### src/rtl/pipe_buffer_if.sv
// Stage-to-stage handshake bundle for pipe_buffer: valid/ready/flush, payload and occupancy.
// The slave modport is the buffer's view; the master modport is the surrounding stages' view.
interface pipe_buffer_if #(
    parameter int unsigned WIDTH = 32,
    parameter int unsigned DEPTH = 2
) ();
    logic                         valid_in;
    logic                         ready_out;
    logic                         flush_in;
    logic                         flush_out;
    logic [WIDTH-1:0]             data_in;
    logic                         valid_out;
    logic                         ready_in;
    logic [WIDTH-1:0]             data_out;
    logic [$clog2(DEPTH+1)-1:0]   level;

    modport slave (
        input  valid_in, flush_in, data_in, ready_in,
        output ready_out, flush_out, valid_out, data_out, level
    );

    modport master (
        output valid_in, flush_in, data_in, ready_in,
        input  ready_out, flush_out, valid_out, data_out, level
    );
endinterface

### src/rtl/pipe_buffer.sv
// Elastic DEPTH-entry buffer between two pipeline stages with optional zero-latency
// fall-through when empty; flush discards everything, reset overrides flush.
module pipe_buffer #(
    parameter int unsigned WIDTH       = 32,
    parameter int unsigned DEPTH       = 2,
    parameter int unsigned FALLTHROUGH = 0
) (
    input  logic          clk,
    input  logic          reset,
    pipe_buffer_if.slave  bus
);
    localparam int unsigned CW   = $clog2(DEPTH + 1);
    localparam int unsigned PW   = (DEPTH > 1) ? $clog2(DEPTH) : 1;
    localparam logic [CW-1:0] FULL = CW'(DEPTH);
    localparam logic [PW-1:0] LAST = PW'(DEPTH - 1);
    localparam bit FT = (FALLTHROUGH != 0);

    logic [WIDTH-1:0] r_mem [DEPTH];
    logic [PW-1:0]    r_rd_ptr;
    logic [PW-1:0]    r_wr_ptr;
    logic [CW-1:0]    r_count;
    logic [CW-1:0]    w_count_nxt;
    logic             w_empty;
    logic             w_ready;
    logic             w_valid;
    logic             w_bypass;
    logic             w_push;
    logic             w_pop;

    // Explicit wrap so non-power-of-two depths work.
    function automatic logic [PW-1:0] ptr_inc(input logic [PW-1:0] p);
        return (p == LAST) ? '0 : p + 1'b1;
    endfunction

    assign w_empty  = (r_count == '0);
    assign w_ready  = !reset && (r_count < FULL);
    assign w_valid  = FT ? (!w_empty || bus.valid_in) : !w_empty;
    assign w_bypass = FT && w_empty && bus.valid_in && bus.ready_in && !bus.flush_in;
    assign w_push   = bus.valid_in && w_ready && !bus.flush_in && !w_bypass;
    assign w_pop    = w_valid && bus.ready_in && !bus.flush_in && !w_bypass;

    assign bus.ready_out = w_ready;
    assign bus.flush_out = bus.flush_in;
    assign bus.valid_out = w_valid;
    assign bus.level     = r_count;

    // Empty storage is masked to zero so data_out is defined out of reset.
    always_comb begin
        bus.data_out = '0;
        if (reset) begin
            bus.data_out = '0;
        end else if (!w_empty) begin
            bus.data_out = r_mem[r_rd_ptr];
        end else if (FT) begin
            bus.data_out = bus.data_in;
        end
    end

    always_comb begin
        w_count_nxt = r_count;
        case ({w_push, w_pop})
            2'b10:   w_count_nxt = r_count + 1'b1;
            2'b01:   w_count_nxt = r_count - 1'b1;
            default: w_count_nxt = r_count;
        endcase
    end

    always_ff @(posedge clk) begin
        if (reset || bus.flush_in) begin
            r_count  <= '0;
            r_rd_ptr <= '0;
            r_wr_ptr <= '0;
        end else begin
            r_count <= w_count_nxt;
            if (w_push) begin
                r_wr_ptr <= ptr_inc(r_wr_ptr);
            end
            if (w_pop) begin
                r_rd_ptr <= ptr_inc(r_rd_ptr);
            end
        end
    end

    always_ff @(posedge clk) begin
        if (w_push) begin
            r_mem[r_wr_ptr] <= bus.data_in;
        end
    end
endmodule

### src/flat_wrapper.sv
// flat-port wrapper written by rule: the top's interface ports become plain ports
module pipe_buffer_flat 
#(
    parameter int unsigned WIDTH       = 32,
    parameter int unsigned DEPTH       = 2,
    parameter int unsigned FALLTHROUGH = 0
)
  (clk, reset, bus_valid_in, bus_flush_in, bus_data_in, bus_ready_in, bus_ready_out, bus_flush_out, bus_valid_out, bus_data_out, bus_level);
  pipe_buffer_if #(.WIDTH(WIDTH), .DEPTH(DEPTH)) bus_i ();
  input  logic clk;
  input  logic reset;
  input wire logic [$bits(bus_i.valid_in)-1:0] bus_valid_in;
  input wire logic [$bits(bus_i.flush_in)-1:0] bus_flush_in;
  input wire logic [$bits(bus_i.data_in)-1:0] bus_data_in;
  input wire logic [$bits(bus_i.ready_in)-1:0] bus_ready_in;
  output wire logic [$bits(bus_i.ready_out)-1:0] bus_ready_out;
  output wire logic [$bits(bus_i.flush_out)-1:0] bus_flush_out;
  output wire logic [$bits(bus_i.valid_out)-1:0] bus_valid_out;
  output wire logic [$bits(bus_i.data_out)-1:0] bus_data_out;
  output wire logic [$bits(bus_i.level)-1:0] bus_level;
  assign bus_i.valid_in = bus_valid_in;
  assign bus_i.flush_in = bus_flush_in;
  assign bus_i.data_in = bus_data_in;
  assign bus_i.ready_in = bus_ready_in;
  assign bus_ready_out = bus_i.ready_out;
  assign bus_flush_out = bus_i.flush_out;
  assign bus_valid_out = bus_i.valid_out;
  assign bus_data_out = bus_i.data_out;
  assign bus_level = bus_i.level;
  pipe_buffer #(.WIDTH(WIDTH), .DEPTH(DEPTH), .FALLTHROUGH(FALLTHROUGH)) u_core (.clk(clk), .reset(reset), .bus(bus_i));
endmodule
### config.mk
export PLATFORM = sky130hd
export DESIGN_NAME = pipe_buffer_flat
export DESIGN_NICKNAME = d
export VERILOG_FILES = /design/src/rtl/pipe_buffer_if.sv /design/src/rtl/pipe_buffer.sv /design/src/flat_wrapper.sv
export SDC_FILE = /design/constraint.sdc
export NUM_CORES = 1
export LEC_CHECK = 0
export ABC_AREA = 1
export BUFFER_PORTS_ARGS = -buffer_cell sky130_fd_sc_hd__buf_2
export CORE_MARGIN = 1
export CORE_UTILIZATION = 56
export DETAILED_ROUTE_END_ITERATION = 10
export PLACE_DENSITY = 0.83
export SYNTH_ARGS = -nofsm -noshare
export SYNTH_HDL_FRONTEND = slang
export SYNTH_SLANG_ARGS = --single-unit
### constraint.sdc
create_clock -name clk -period 6.2 [get_ports clk]
set_clock_uncertainty 0.15 [all_clocks]
set_input_delay 0 -clock clk [delete_from_list [all_inputs] [get_ports clk]]
set_output_delay 0 -clock clk [all_outputs]
set_load 0.03 [all_outputs]
Word level (Yosys, flattened, before mapping):

Memories as Yosys holds them, arrays and structs flattened. A register that Yosys moved wholly into a read port is not among the register bits.
Cells that the tools add are included.

* input bits: 37
* memory bits (writable): 64
* output and inout port bits: 37
* logic and storage cells: 31
* memories: 1
* bits in registers: 4

Memory list
* u_core.r_mem: depth 2, bits a word 32, read ports 1, clocked after Yosys merged registers in 1, write ports 1, RTL line pipe_buffer.sv:18 `logic [WIDTH-1:0] r_mem [DEPTH];`

* equal/unequal tests: 2
* mux-type cells: 9
* add/subtract/negate cells: 4
* $lt $le $gt $ge: 1
* reductions and logical operators: 11

Operators by type and width (number)
* two-way mux 32 bit: 2
* two-way mux 1 bit: 6
* logical AND 1 bit: 5
* case mux 2 bit (2 select lines): 1
* logical NOT 1 bit: 3
* adder 1 bit, second input constant: 2
* adder 2 x 1 -> 2 bit, second input constant: 1
* == test 2 x 1 -> 1 bit, second input constant: 1
* == test 2 bit, second input constant: 1
* logical NOT 2 bit: 1
* < comparator 2 bit, second input constant: 1
* nonzero test 2 bit: 1
* subtractor 2 x 1 -> 2 bit, second input constant: 1
* logical OR 1 bit: 1

Longest topological paths before layout:

* word-level depth: 6
* depth in mapped cells: 10
* gate-level depth less buffers: 10

Worst setup path before layout:

No wires, ideal clock.

* kind: flip-flop to flip-flop
* from: register u_core.r_count[1] (netlist: u_core.bus.level[1])
* to: memory u_core.r_mem[1][0], enable pin
* slack: 3542 ps
* clock period less this slack: 2658 ps
* buffers on the path: 0
* required time: 5627 ps
* library setup time: 423 ps
* arrival: 2086 ps
* cell stages (with the launch flop): 4
* cells stage by stage: dfxtp_1 -> nor2_1 -> nand2_1 -> nor2_1

* word-level cells in the longest chain between the ends: 6

RTL lines
* from (decl): RTL line pipe_buffer.sv:21 `logic [CW-1:0] r_count;`
* from (signal assigned): RTL line pipe_buffer.sv:74 `r_count <= w_count_nxt;`
* < comparator 2 bit: RTL line pipe_buffer.sv:36 `assign w_ready = !reset && (r_count < FULL);`
* logical AND 1 bit: RTL line pipe_buffer.sv:36
* logical AND 1 bit (2 in series): RTL line pipe_buffer.sv:39 `assign w_push = bus.valid_in && w_ready && !bus.flush_in && !w_bypass;`
* two-way mux 1 bit: RTL line pipe_buffer.sv:85 `if (w_push) begin`
* two-way mux 1 bit (implied by the code): RTL line pipe_buffer.sv:86 `r_mem[r_wr_ptr] <= bus.data_in;`
* to (decl): RTL line pipe_buffer.sv:18

Every way passes these cells.

==> impl_metrics.env <==
export IMPL_max_slew_worst_pin_slew_ns=0.9768
export IMPL_vias=2124
export IMPL_clkSlewWorstSetupHoldPaths_ns=0.07
export IMPL_number_of_max_cap_violations=0
export IMPL_clock_tree_from_tritoncts="done"
export IMPL_yosys_top_cells_area="sky130_fd_sc_hd__edfxtp_1 (66%), sky130_fd_sc_hd__nand2_1 (9.2%), sky130_fd_sc_hd__inv_1 (9.0%)"
export IMPL_wl_final_mm=5.799
export IMPL_drt_vias_per_instance=4.648
export IMPL_clockBufferDepth=2
export IMPL_synth_yosys_seq_area_share_pct=69.60
export IMPL_synthMostInstantiatedCell="sky130_fd_sc_hd__nand2_1"
export IMPL_synthesis_area_um2=2905
export IMPL_clock_latency_on_the_worst_skew_pair_ns=0.33
export IMPL_start_util_pct=59.92
export IMPL_static_leakage_power_uw=0.001855
export IMPL_antenna_diode_count=0
export IMPL_syn_nets=313
export IMPL_hold_path_startpoint="reset"
export IMPL_fmax_mhz=469.5
export IMPL_buffer_count_from_post_cts_setup_fixing=0
export IMPL_postSynthCellCount=275
export IMPL_ant_nets=0
export IMPL_synth_top_area_share_pct=66.15
export IMPL_yosys_top_cells_count="sky130_fd_sc_hd__nand2_1 (71), sky130_fd_sc_hd__inv_1 (70), sky130_fd_sc_hd__edfxtp_1 (64)"
export IMPL_cts_root_buffer_cell="sky130_fd_sc_hd__clkbuf_8"
export IMPL_holdPathStages=3
export IMPL_grt_overflow_total=0
export IMPL_hold_class="input port to primary output"
export IMPL_worstRegToRegCells=3
export IMPL_async_reset_ff_share_pct=0
export IMPL_hold_viol_final=0
export IMPL_hpwlAfterDp_mm=3.242
export IMPL_finish_instance_area_um2=3850
export IMPL_die_width_um=74.03
export IMPL_cts_buffers_inserted=9
export IMPL_post_route_min_period_ns=2.130
export IMPL_first_pass_grt_wire_length_mm=8.783
export IMPL_core_rowCount=25
export IMPL_die_height_um=74.03
export IMPL_clock_tree_htree_level_count=3
export IMPL_min_period_over_period_pct=34.35
export IMPL_io_buffers=73
export IMPL_rrSetupSlack_ns=4.23
export IMPL_detail_route_first_pass_iterations=4
export IMPL_final_net_count=423
export IMPL_rsz0062_at_grt="false"
export IMPL_cp_end_kind="primary output"
export IMPL_final_layout_size_suffix_gt1_share_pct=24.10
export IMPL_worst_path_class_setup="flip-flop to primary output"
export IMPL_synth_seq_cells=69
export IMPL_main_flop_type_after_synthesis="sky130_fd_sc_hd__edfxtp_1"
export IMPL_r2r_end="u_core.r_mem[0][5]"
export IMPL_syn_to_final_growth_pct=32.52
export IMPL_number_of_global_route_vias_before_repair=1984
export IMPL_antenna_found_initial=0
export IMPL_final_weighted_congestion_in_routability_driven_placement=0.7125
export IMPL_postPlaceCellArea_um2=3289
export IMPL_cp_start_kind="flip-flop"
export IMPL_track_usage_pct=22.46
export IMPL_cp_required_ns=6.05
export IMPL_ios=74
export IMPL_critical_path_reg2reg_startpoint="u_core.bus.level[1]"
export IMPL_pin_count_of_the_biggest_net_entering_global_routing=65
export IMPL_synth_area_leader_cell="sky130_fd_sc_hd__edfxtp_1"
export IMPL_core_um2=4848
export IMPL_first_iter_violations=98
export IMPL_synth_enable_flop_cells=64
export IMPL_whs_endpoint="bus_ready_out"
export IMPL_drv_slew=0
export IMPL_clock_sink_count=69
export IMPL_setup_viol=0
export IMPL_die_area_um2=5480
export IMPL_power_per_cell_area_nw_per_um2=241.9
export IMPL_avgRoutedWirePerCell_um=12.69
export IMPL_worstPathArrival_ns=1.98
export IMPL_avg_synthesized_cell_area_um2=10.56
export IMPL_synth_lib_cells_used_distinct=17
export IMPL_yosys_warnings=0
export IMPL_critical_path_max_fanout=64
export IMPL_drc=0
export IMPL_max_slew_margin_pct=34.88
export IMPL_final_setup_tns_ns=0
export IMPL_vdd_ir_drop_max_v=0.0002114
export IMPL_run_status="complete, no violations"
## worst max path at each step
stage	start	cells after the start	end	slack, ns
finish	flip-flop	5	bus_data_out[15]	4.07
detailed placement	u_core.bus.level[1]	3	u_core.r_mem[0][3]	4.24
global placement	u_core.bus.level[1]	3	u_core.r_mem[1][3]	4.29
global route	flip-flop	5	bus_data_out[30]	3.89
CTS	flip-flop	5	bus_data_out[15]	4.05
floorplan	u_core.bus.level[1]	3	u_core.r_mem[1][0]	3.54
## sequential cells by signal, indices dropped and copies added (netlist names), named ones only
| name | flops |
|---|---|
| u_core.r_rd_ptr | 1 |
| u_core.r_mem | 64 |
| u_core.bus.level | 2 |
| u_core.r_wr_ptr | 1 |
## cell families after synthesis
kind of cell | after synthesis | synth area share [%]
AND/OR/NAND/NOR | 88 | 11.93
adder cells (fa/ha/maj) | 1 | 0.4306
flip-flops | 69 | 69.60
buffers and inverters | 81 | 11.84
AO/OA/AOI/OAI | 36 | 6.201
## layer usage
metal / GRT usage [%] / share of wire [%] / wire length, µm / vias up
li1: - / - / - / 1077
met1: 25.96 / 41 / 2403 / 974
met2: 40.61 / 53 / 3055 / 62
met3: 3.659 / 3.7 / 214 / 11
met4: 10.90 / 2.2 / 125 / 0
met5: 0 / 0 / 0 / -
## per-stage QoR
step	hold WS [ns]	std cells	power, µW	utilization (%)	worst slack, ns
global route	0.2108	457	957.4	79.41	3.886
floorplan	-0.05113	275	551.8	-	3.542
global placement	0.03882	404	570.6	67.85	4.286
detailed placement	0.04309	404	573.0	67.85	4.241
finish	0.2022	457	931.4	79.41	4.070
CTS	0.1885	457	931.5	79.41	4.053
## placed cells by master, fill, tap and decap left out
cell / netlist / final
sky130_fd_sc_hd__nand3_1: 1 / 1
sky130_fd_sc_hd__nor2_1: 12 / 10
sky130_fd_sc_hd__dlygate4sd3_1: 0 / 37
sky130_fd_sc_hd__nand4_1: 1 / 1
sky130_fd_sc_hd__dfxtp_1: 5 / 4
sky130_fd_sc_hd__clkinv_2: 0 / 2
sky130_fd_sc_hd__bufinv_16: 0 / 1
sky130_fd_sc_hd__nand2_1: 71 / 71
sky130_fd_sc_hd__buf_2: 3 / 73
sky130_fd_sc_hd__clkinv_1: 0 / 1
sky130_fd_sc_hd__clkinvlp_4: 0 / 3
sky130_fd_sc_hd__edfxtp_1: 64 / 64
sky130_fd_sc_hd__clkbuf_8: 0 / 9
sky130_fd_sc_hd__o21ai_0: 25 / 25
sky130_fd_sc_hd__a21oi_1: 2 / 2
sky130_fd_sc_hd__dfxtp_2: 0 / 1
sky130_fd_sc_hd__ha_1: 1 / 1
sky130_fd_sc_hd__nor2_4: 1 / 3
sky130_fd_sc_hd__inv_1: 70 / 70
sky130_fd_sc_hd__nor2_2: 2 / 2
sky130_fd_sc_hd__o21ai_1: 9 / 9
## critical path, stage by stage, from the launching register on
cell                      delay [ns]
sky130_fd_sc_hd__dfxtp_2        0.98
sky130_fd_sc_hd__nand2_1        0.15
sky130_fd_sc_hd__o21ai_0        0.14
sky130_fd_sc_hd__nand2_1        0.10
sky130_fd_sc_hd__inv_1          0.07
sky130_fd_sc_hd__buf_2          0.19
## timing repair
item,in CTS,in global routing
resized for setup,0,0
hold buffers,37,0
hold endpoints to repair,69,0
## power breakdown
group / switching [µW] / internal, µW
Clock: 168 / 183
Sequential: 3.43 / 518
Combinational: 30.3 / 29.7
Total: 201 / 730
## cell type report
class	count	area [µm²]
Sequential cell	69	2023
Fill cell	293	998.5
Timing Repair Buffer	110	735.7
Multi-Input combinational cell	125	554.3
Inverter	70	262.8
Clock buffer	9	123.9
Tap cell	67	83.83
Clock inverter	7	66.31
Power figures use the tool's default switching activity.
